==> config.mk <==
export PLATFORM = sky130hd
export DESIGN_NAME = if_stage_flat
export DESIGN_NICKNAME = d
export VERILOG_FILES = /design/src/rtl/mips_pkg.sv /design/src/rtl/if_stage_if.sv /design/src/rtl/if_next_pc.sv /design/src/rtl/if_stage.sv /design/src/flat_wrapper.sv
export SDC_FILE = /design/constraint.sdc
export NUM_CORES = 1
export LEC_CHECK = 0
export CAP_MARGIN = 0
export CELL_PAD_IN_SITES_DETAIL_PLACEMENT = 2
export CELL_PAD_IN_SITES_GLOBAL_PLACEMENT = 2
export CORE_MARGIN = 1
export CORE_UTILIZATION = 26
export DETAILED_ROUTE_END_ITERATION = 12
export PLACE_DENSITY = 0.87
export RECOVER_POWER = 100
export SYNTH_ARGS = -nofsm -noshare
export SYNTH_HDL_FRONTEND = slang
export SYNTH_HIERARCHICAL = 1
export SYNTH_SLANG_ARGS = --single-unit
export TNS_END_PERCENT = 5
==> constraint.sdc <==
create_clock -name clk -period 3.17 [get_ports clk]
set_input_delay 0.317 -clock clk [delete_from_list [all_inputs] [get_ports clk]]
set_output_delay 0.317 -clock clk [all_outputs]
set_load 0.05 [all_outputs]
==> src/rtl/mips_pkg.sv <==
// rtl/mips_pkg.sv - shared MIPS fetch constants and PC increment helper
package mips_pkg;
  localparam logic [31:0] RESET_PC  = 32'h8000_0000;
  localparam logic [31:0] IRQ_PC    = 32'h8000_0004;
  localparam logic [31:0] EXC_PC    = 32'h8000_0008;
  localparam logic [31:0] NOP_WORD  = 32'h0000_0000;
  localparam int          KMODE_BIT = 31;

  // Sequential fetch advances only the low 31 bits; the kernel-mode bit rides along.
  function automatic logic [31:0] pc_plus4(input logic [31:0] pc);
    return {pc[KMODE_BIT], pc[KMODE_BIT-1:0] + 31'd4};
  endfunction
endpackage

==> src/rtl/if_stage_if.sv <==
// rtl/if_stage_if.sv - fetch stage control, ROM bus and IF/ID bundle (perf outputs under IF_PERF_CNT_EN)
interface if_stage_if;
  logic        stall;
  logic        flush;
  logic        redirect;
  logic [31:0] redirect_pc;
  logic        irq;
  logic        exc;
  logic [30:0] rom_addr;
  logic [31:0] rom_data;
  logic [31:0] pc;
  logic [31:0] if_id_instr;
  logic [31:0] if_id_pc_plus4;
  logic        if_id_valid;
  logic [31:0] epc;
  logic        trap_taken;
`ifdef IF_PERF_CNT_EN
  logic [31:0] perf_fetch;
  logic [31:0] perf_bubble;

  modport master (
    input  stall, flush, redirect, redirect_pc, irq, exc, rom_data,
    output rom_addr, pc, if_id_instr, if_id_pc_plus4, if_id_valid, epc, trap_taken,
    output perf_fetch, perf_bubble
  );
  modport slave (
    output stall, flush, redirect, redirect_pc, irq, exc, rom_data,
    input  rom_addr, pc, if_id_instr, if_id_pc_plus4, if_id_valid, epc, trap_taken,
    input  perf_fetch, perf_bubble
  );
`else
  modport master (
    input  stall, flush, redirect, redirect_pc, irq, exc, rom_data,
    output rom_addr, pc, if_id_instr, if_id_pc_plus4, if_id_valid, epc, trap_taken
  );
  modport slave (
    output stall, flush, redirect, redirect_pc, irq, exc, rom_data,
    input  rom_addr, pc, if_id_instr, if_id_pc_plus4, if_id_valid, epc, trap_taken
  );
`endif
endinterface

==> src/rtl/if_next_pc.sv <==
// rtl/if_next_pc.sv - combinational next-PC priority mux with trap/bubble/hold decisions
import mips_pkg::*;

module if_next_pc #(
  parameter logic [31:0] IRQ_PC = mips_pkg::IRQ_PC,
  parameter logic [31:0] EXC_PC = mips_pkg::EXC_PC
) (
  input  logic [31:0] i_pc,
  input  logic        i_stall,
  input  logic        i_flush,
  input  logic        i_redirect,
  input  logic [31:0] i_redirect_pc,
  input  logic        i_irq,
  input  logic        i_exc,
  output logic [31:0] o_next_pc,
  output logic        o_trap,
  output logic        o_bubble,
  output logic        o_hold
);
  logic w_irq_taken;

  // Interrupts are masked in kernel mode and lose to a simultaneous exception.
  assign w_irq_taken = i_irq & ~i_pc[KMODE_BIT] & ~i_exc;
  assign o_trap      = i_exc | w_irq_taken;
  assign o_bubble    = i_flush | o_trap;
  assign o_hold      = i_stall & ~o_bubble;

  always_comb begin
    o_next_pc = pc_plus4(i_pc);
    if (i_exc)            o_next_pc = EXC_PC;
    else if (w_irq_taken) o_next_pc = IRQ_PC;
    else if (i_redirect)  o_next_pc = i_redirect_pc;
    else if (i_stall)     o_next_pc = i_pc;
  end
endmodule

==> src/rtl/if_stage.sv <==
// rtl/if_stage.sv - MIPS instruction fetch stage: PC, IF/ID register, epc (perf counters under IF_PERF_CNT_EN)
import mips_pkg::*;

module if_stage #(
  parameter logic [31:0] RESET_PC = mips_pkg::RESET_PC,
  parameter logic [31:0] IRQ_PC   = mips_pkg::IRQ_PC,
  parameter logic [31:0] EXC_PC   = mips_pkg::EXC_PC
) (
  input  logic          clk,
  input  logic          reset,
  if_stage_if.master    bus
);
  logic [31:0] r_pc;
  logic [31:0] r_instr;
  logic [31:0] r_pc_plus4;
  logic        r_valid;
  logic [31:0] r_epc;
  logic        r_trap_taken;

  logic [31:0] w_next_pc;
  logic        w_trap;
  logic        w_bubble;
  logic        w_hold;

  if_next_pc #(
    .IRQ_PC (IRQ_PC),
    .EXC_PC (EXC_PC)
  ) u_next_pc (
    .i_pc          (r_pc),
    .i_stall       (bus.stall),
    .i_flush       (bus.flush),
    .i_redirect    (bus.redirect),
    .i_redirect_pc (bus.redirect_pc),
    .i_irq         (bus.irq),
    .i_exc         (bus.exc),
    .o_next_pc     (w_next_pc),
    .o_trap        (w_trap),
    .o_bubble      (w_bubble),
    .o_hold        (w_hold)
  );

  always_ff @(posedge clk) begin
    if (reset) begin
      r_pc         <= RESET_PC;
      r_instr      <= NOP_WORD;
      r_pc_plus4   <= 32'h0;
      r_valid      <= 1'b0;
      r_epc        <= 32'h0;
      r_trap_taken <= 1'b0;
    end else begin
      r_pc         <= w_next_pc;
      r_trap_taken <= w_trap;
      // A redirect resolving in the trap cycle is the instruction we must return to.
      if (w_trap) r_epc <= bus.redirect ? bus.redirect_pc : r_pc;
      if (w_bubble) begin
        r_instr <= NOP_WORD;
        r_valid <= 1'b0;
      end else if (!w_hold) begin
        r_instr    <= bus.rom_data;
        r_pc_plus4 <= pc_plus4(r_pc);
        r_valid    <= 1'b1;
      end
    end
  end

`ifdef IF_PERF_CNT_EN
  logic [31:0] r_perf_fetch;
  logic [31:0] r_perf_bubble;

  always_ff @(posedge clk) begin
    if (reset) begin
      r_perf_fetch  <= 32'h0;
      r_perf_bubble <= 32'h0;
    end else if (w_bubble || w_hold) begin
      r_perf_bubble <= r_perf_bubble + 32'd1;
    end else begin
      r_perf_fetch  <= r_perf_fetch + 32'd1;
    end
  end

  assign bus.perf_fetch  = r_perf_fetch;
  assign bus.perf_bubble = r_perf_bubble;
`endif

  assign bus.rom_addr       = r_pc[30:0];
  assign bus.pc             = r_pc;
  assign bus.if_id_instr    = r_instr;
  assign bus.if_id_pc_plus4 = r_pc_plus4;
  assign bus.if_id_valid    = r_valid;
  assign bus.epc            = r_epc;
  assign bus.trap_taken     = r_trap_taken;
endmodule

==> src/flat_wrapper.sv <==
// flat-port wrapper written by rule: the top's interface ports become plain ports
module if_stage_flat 
#(
  parameter logic [31:0] RESET_PC = mips_pkg::RESET_PC,
  parameter logic [31:0] IRQ_PC   = mips_pkg::IRQ_PC,
  parameter logic [31:0] EXC_PC   = mips_pkg::EXC_PC
)
  (clk, reset, bus_stall, bus_flush, bus_redirect, bus_redirect_pc, bus_irq, bus_exc, bus_rom_data, bus_rom_addr, bus_pc, bus_if_id_instr, bus_if_id_pc_plus4, bus_if_id_valid, bus_epc, bus_trap_taken);
  if_stage_if bus_i ();
  input  logic clk;
  input  logic reset;
  input wire logic [$bits(bus_i.stall)-1:0] bus_stall;
  input wire logic [$bits(bus_i.flush)-1:0] bus_flush;
  input wire logic [$bits(bus_i.redirect)-1:0] bus_redirect;
  input wire logic [$bits(bus_i.redirect_pc)-1:0] bus_redirect_pc;
  input wire logic [$bits(bus_i.irq)-1:0] bus_irq;
  input wire logic [$bits(bus_i.exc)-1:0] bus_exc;
  input wire logic [$bits(bus_i.rom_data)-1:0] bus_rom_data;
  output wire logic [$bits(bus_i.rom_addr)-1:0] bus_rom_addr;
  output wire logic [$bits(bus_i.pc)-1:0] bus_pc;
  output wire logic [$bits(bus_i.if_id_instr)-1:0] bus_if_id_instr;
  output wire logic [$bits(bus_i.if_id_pc_plus4)-1:0] bus_if_id_pc_plus4;
  output wire logic [$bits(bus_i.if_id_valid)-1:0] bus_if_id_valid;
  output wire logic [$bits(bus_i.epc)-1:0] bus_epc;
  output wire logic [$bits(bus_i.trap_taken)-1:0] bus_trap_taken;
  assign bus_i.stall = bus_stall;
  assign bus_i.flush = bus_flush;
  assign bus_i.redirect = bus_redirect;
  assign bus_i.redirect_pc = bus_redirect_pc;
  assign bus_i.irq = bus_irq;
  assign bus_i.exc = bus_exc;
  assign bus_i.rom_data = bus_rom_data;
  assign bus_rom_addr = bus_i.rom_addr;
  assign bus_pc = bus_i.pc;
  assign bus_if_id_instr = bus_i.if_id_instr;
  assign bus_if_id_pc_plus4 = bus_i.if_id_pc_plus4;
  assign bus_if_id_valid = bus_i.if_id_valid;
  assign bus_epc = bus_i.epc;
  assign bus_trap_taken = bus_i.trap_taken;
  if_stage #(.RESET_PC(RESET_PC), .IRQ_PC(IRQ_PC), .EXC_PC(EXC_PC)) u_core (.clk(clk), .reset(reset), .bus(bus_i));
endmodule
==> results.ini, run 1 <==
[setup_path]
cp.arrival_ps = 3240
path_class = reg -> reg
path_cells = clkbuf_1, nand2_1, or4_1, or4_1, a31oi_1, nor2b_1
cpMostUsedCell = or4_1
crit_family = simple AND/OR/NAND/NOR gates
worstPathMaxFanout = 10
r2r_slack_ps = 290
cpPeakStageDelay_ps = 660
crit_path_end_kind = flip-flop
cp.required_ps = 3530
critPathLaunchType = flip-flop
worst-path-buf-inv = 1
slowest_stage = or4_1

[timing]
fin_tns_setup_ps = 0
final_max_slew_viol_count = 0
layout_min_cycle_time_ps = 2880
holdWs_ps = 344
maxClockFrequency_mhz = 347
tightest_slew_ps = 1230
rsz0062_at_grt = false
hold_violations = 0
max_slew_margin_pct = 18.1
fin_ws_ps = 288
skew_ps = 9.41
fin_crit_sh_pct = 90.9
setup_viol = 0

[yosys]
ys_types = 49
synth.top_cell.area_share_pct = 40.2
synth_common_cells = dfxtp_1, nor2_1, mux2i_1, a211oi_1, clkbuf_1
synth_area_leaders = dfxtp_1, mux2i_1, a211oi_1
synthCells = 751
synth_ff_type = dfxtp_1
yosysTopAreaCell = dfxtp_1
syn_area_um2 = 6480
ys_seq_elements = 130
syn-num-nets = 824
yosysWarnings = 6
syn_avg_cell_area_um2 = 8.63
ys_seq_area_share_pct = 40.2
yosysMostFrequentCell = dfxtp_1
synthArstFlopShare_pct = 0
synth_edf_count = 0

[placement]
gp_congestion = 0.763
dpl.hpwl_mm = 19.8
portBuffers = 231
dpl_worst_slack_ps = 387
dpl_cell_area_um2 = 9050

[clock_network]
post_cts_resized = 0
cts_tree = built
cts_hold_buf = 0
clk_latency_ps = 430
clk_pin_slew_ps = 70
post_cts_buffers = 0
cts.path.max_buffers = 2
cts_buffers = 17
cts_root_buf = clkbuf_16
cts_sinks = 130
htree_levels = 4

[die]
die_y_um = 160
start_util_pct = 26.6
die-area_um2 = 25600
num_rows = 57
coreArea_um2 = 24400
die_w_um = 160
io_pins = 232

[pwr]
p_int_mw = 3.31
p_total_mw = 4.88
irDropWorstVdd_mv = 0.368
switching_share_pct = 32.2
clock_power_share_pct = 42.6
power_switching_mw = 1.57
p_leak_nw = 3.80
comb_power_share_pct = 20.7
p_per_area_nw_per_um2 = 506
pwr-share-seq_pct = 36.8

[grt]
met1_usage_pct = 25.7
overflow = 0
gr-usage-all-layers_pct = 21.9
antenna_found_initial = 2
grt_max_degree = 54
grt_pass1_wl_mm = 43.4
grt-busiest-layer = met2
gr-usage-met2_pct = 39.3
grtUsageMet3_pct = 3.84
grt_pass1_vias = 7370

[routing]
initialDrtViolationCount = 329
routed_wl_mm = 28.8
firstDrtPassIters = 4
wl_per_cell_um = 22.4
viasPerCell = 5.18
drc = 0
ant_nets = 0
vias = 6666

[cells_and_area]
drive_gt1_share_pct = 8.00
stdcell_area_um2 = 9640
fin_nets = 1022
syn_to_final_growth_pct = 48.8

[min_path]
hold_class = in -> reg

[run]
maxCapViolations = 0

[status]
status = finished, final reports clean

-- power groups by stage --
stage	sequential, mW	clock, mW	combinational, mW
2_1_floorplan	2.11	0	0.339
3_3_place_gp	1.83	0	1.01
3_5_place_dp	1.83	0	1.03
4_1_cts	1.80	2.12	1.05
5_1_grt	1.80	2.17	1.06
6_report	1.79	2.08	1.01
-- placed cells by master (no fill, tap or decap), types with 3 or more instances in the layout --
cell type,Yosys,routed
dlygate4sd3_1,0,161
dfxtp_1,130,130
nor2_1,103,102
clkdlybuf4s50_1,0,68
mux2i_1,68,68
a211oi_1,56,56
nand2_1,36,36
nor2b_1,34,34
o21ai_0,32,32
buf_4,31,28
clkbuf_16,0,17
nor3_1,17,17
nand3_1,15,15
nand4_1,15,15
a311oi_1,15,15
nor4_1,14,14
or3_1,13,13
xnor2_1,13,13
a21oi_1,13,13
inv_1,10,11
or4_1,10,10
and4_1,10,10
o31ai_1,8,8
xor2_1,7,7
and3_1,6,6
a31oi_1,6,6
clkinv_4,0,5
clkbuf_1,41,4
nand2b_1,4,4
bufinv_16,0,3
inv_6,0,3
a31o_2,3,3
buf_12,0,3
-- per-stage QoR --
stage,util (%),std cells
after floorplan,-,751
after global placement,37.1,1254
after detailed placement,37.1,1254
after CTS,39.6,1286
after global routing,39.5,1288
final,39.5,1288
-- metal layers --
| metal | routed length [µm] | vias to the layer above |
|---|---|---|
| met5 | 0 | - |
| met4 | 680 | 0 |
| met3 | 1030 | 43 |
| met2 | 14900 | 175 |
| met1 | 12200 | 3365 |
| li1 | - | 3083 |
-- sequential cells by signal, indices dropped and copies added, names as in the netlist --
signal,cells
u_core/bus.epc,32
u_core/bus.if_id_valid,1
u_core/bus.if_id_pc_plus4,32
u_core/bus.pc,32
u_core/bus.if_id_instr,32
u_core/bus.trap_taken,1
-- layout make-up --
| cell class | instances | area, µm² |
|---|---|---|
| Fill cell | 2660 | 14800 |
| Multi-Input combinational cell | 523 | 3390 |
| Sequential cell | 130 | 2600 |
| Timing Repair Buffer | 265 | 2580 |
| Clock buffer | 18 | 429 |
| Tap cell | 324 | 405 |
| Clock inverter | 14 | 180 |
| Inverter | 12 | 45.0 |
| Antenna cell | 2 | 5.00 |
-- cell families after synthesis --
| group | count (synthesis) | synth area share (%) |
|---|---|---|
| adders and majority gates | 2 | 0.386 |
| AOI/OAI and AO/OA | 139 | 14.7 |
| xor gates and xnor gates | 20 | 2.70 |
| buffers and inverters | 98 | 7.57 |
| muxes | 68 | 10.5 |
| DFF | 130 | 40.2 |
| and+or+nand+nor | 294 | 24.0 |
-- path summary, 6_finish.rpt --
| check | from | endpoint | cells past startpoint |
|---|---|---|---|
| setup reg to reg | u_core/bus.pc[2]$_SDFF_PP0_ | u_core/bus.pc[19]$_SDFF_PP0_ | 6 |
| hold / removal | reset | u_core/bus.pc[10]$_SDFF_PP0_ | 2 |
| setup / recovery | u_core/bus.pc[2]$_SDFF_PP0_ | u_core/bus.pc[19]$_SDFF_PP0_ | 6 |
| hold reg to reg | u_core/bus.if_id_pc_plus4[31]$_SDFFE_PP0P_ | u_core/bus.if_id_pc_plus4[31]$_SDFFE_PP0P_ | 2 |
Note: power is estimated with default switching activity, not from simulation.
==> run 2, diff against run 1 <==
Settings changed: CORE_MARGIN 1 to 2, SLEW_MARGIN set to 20.
==> run 2 against run 1 <==
Worst setup slack improved by 200 ps. Sequential power about the same. Clock-buffer cell count decreased by 1. Critical path type unchanged. Largest power group unchanged. Highest routed layer is now met5.
==> results.ini, run 2 (same netlist as run 1, synthesis figures left out) <==
[clock_network]
post_cts_buffers = 0  ; unchanged
htree_levels = 4  ; unchanged
cts_sinks = 130  ; unchanged
post_cts_resized = 0  ; unchanged
cts_buffers = 17  ; unchanged
cts_hold_buf = 0  ; unchanged
clk_pin_slew_ps = 60  ; about the same
cts.path.max_buffers = 2  ; unchanged
clk_latency_ps = 430  ; about the same
cts_root_buf = clkbuf_16
cts_tree = built

[timing]
setup_viol = 0  ; unchanged
layout_min_cycle_time_ps = 2680  ; -201 ps
fin_tns_setup_ps = 0  ; unchanged
tightest_slew_ps = 1150  ; -82.9 ps
hold_violations = 0  ; unchanged
fin_crit_sh_pct = 84.6  ; -6.4 points
holdWs_ps = 459  ; +115 ps
skew_ps = 10.6  ; +1.15 ps
max_slew_margin_pct = 23.6  ; +5.5 points
final_max_slew_viol_count = 0  ; unchanged
rsz0062_at_grt = false
maxClockFrequency_mhz = 373  ; +7.5%

[cells_and_area]
final_cell_mix = dlygate4sd3_1, dfxtp_1, nor2_1, mux2i_1, clkdlybuf4s50_1
fin_nets = 1022  ; unchanged
final_common_cell = dlygate4sd3_1
syn_to_final_growth_pct = 48.4
instances_no_fill = 1287  ; -0.078%
drive_gt1_share_pct = 8.21  ; +0.21 points

[setup_path]
cp.required_ps = 3500  ; -30 ps
cpPeakStageDelay_ps = 720  ; +60 ps
slowest_stage = clkbuf_1
path_cells = nand2b_1, nor2b_1, nand2b_1, nor2_4, clkbuf_1, nor2_1, a211oi_1
crit_path_end_kind = flip-flop
worstPathMaxFanout = 22  ; +12
worst-path-buf-inv = 1  ; unchanged
cpMostUsedCell = nand2b_1
crit_family = simple AND/OR/NAND/NOR gates
critPathLaunchType = flip-flop
path_class = reg -> reg
cp.arrival_ps = 3010  ; -230 ps

[routing]
vias = 6564  ; -1.5%
viasPerCell = 5.10  ; -1.5%
ant_nets = 0  ; unchanged
routed_wl_mm = 27.4  ; -5.0%
wl_per_cell_um = 21.3  ; -4.9%
firstDrtPassIters = 5  ; +1
drc = 0  ; unchanged
initialDrtViolationCount = 222  ; -33%

[die]
io_pins = 232  ; unchanged
coreArea_um2 = 24400  ; unchanged
die_y_um = 162  ; +1.3%
die-area_um2 = 26200  ; +2.5%
die_w_um = 162  ; +1.3%
start_util_pct = 26.6  ; unchanged
num_rows = 57  ; unchanged

[status]
status = finished, final reports clean

[grt]
grt_pass1_vias = 7071  ; -4.1%
gr-usage-all-layers_pct = 20.6  ; -1.3 points
overflow = 0  ; unchanged
antenna_found_initial = 2  ; unchanged
grt_max_degree = 64  ; +19%
grt_pass1_wl_mm = 41.9  ; -3.4%

[placement]
portBuffers = 231  ; unchanged
dp_cells = 1254  ; unchanged
dpl.hpwl_mm = 19.4  ; -1.9%
gp_congestion = 0.759  ; -0.63%

[pwr]
irDropWorstVdd_mv = 0.212  ; -42%
p_leak_nw = 3.78  ; -0.45%
p_per_area_nw_per_um2 = 505  ; -0.23%

[min_path]
hold_class = in -> reg

[run]
maxCapViolations = 0  ; unchanged

run 2: changes by cell type in the layout (fill, tap and decap cells not counted), sizes merged:
cell	previous run	this run
buf	32	31
clkdlybuf4s50	68	67
clkinvlp	2	3
diode	2	1
dlygate4sd3	161	162
run 2: cell type report:
type,instances,area (µm²)
fill,2688,14800
clock buffer,17,425
tap,324,405
multi-input combinational,523,3390
antenna,1,2.50
inverter,12,45.0
clock inverter,15,184
timing repair buffer,265,2570
sequential,130,2600
run 2: worst reg2reg max path: cells and delay by family (launching register included):
family	cells	cell delay, ps
flip-flops	1	410
AND/OR/NAND/NOR	5	1190
buffers and inverters	1	730
AO/OA/AOI/OAI	1	260
run 2: power by group:
group | total (mW) | leakage (nW) | internal [mW] | switching [mW]
Clock | 2.07 | 0.290 | 1.24 | 0.827
Sequential | 1.79 | 1.07 | 1.72 | 0.0720
Combinational | 0.999 | 2.42 | 0.342 | 0.656
Total | 4.86 | 3.78 | 3.31 | 1.55
run 2: metal layers:
layer | global-route usage [%] | wire [µm] | up-vias
li1 | - | - | 3079
met4 | 8.21 | 873 | 2
met3 | 4.37 | 1060 | 54
met2 | 35.6 | 13700 | 165
met1 | 24.9 | 11800 | 3264
met5 | 0 | 13 | -
run 2: worst paths after layout:
check                                                                from                                    endpoint  slack [ps]  cells past startpoint
worst max-delay path                         u_core/bus.pc[31]$_SDFF_PP1_  u_core/bus.if_id_pc_plus4[12]$_SDFFE_PP0P_         490                      7
worst min-delay path                                                reset                 u_core/bus.pc[4]$_SDFF_PP0_         460                      3
worst max register to register               u_core/bus.pc[31]$_SDFF_PP1_  u_core/bus.if_id_pc_plus4[12]$_SDFFE_PP0P_         490                      7
worst min register to register  u_core/bus.if_id_pc_plus4[1]$_SDFFE_PP0P_   u_core/bus.if_id_pc_plus4[1]$_SDFFE_PP0P_         460                      2
run 2: stage by stage:
step           cell area, µm²  util (%)  worst slack (ps)  power, mW
2_1_floorplan            6480         -               554       2.45
3_3_place_gp             9050      37.1               447       2.83
3_5_place_dp             9050      37.1               313       2.86
4_1_cts                  9660      39.6               645       4.96
5_1_grt                  9620      39.4               208       5.05
6_report                 9620      39.4               490       4.86
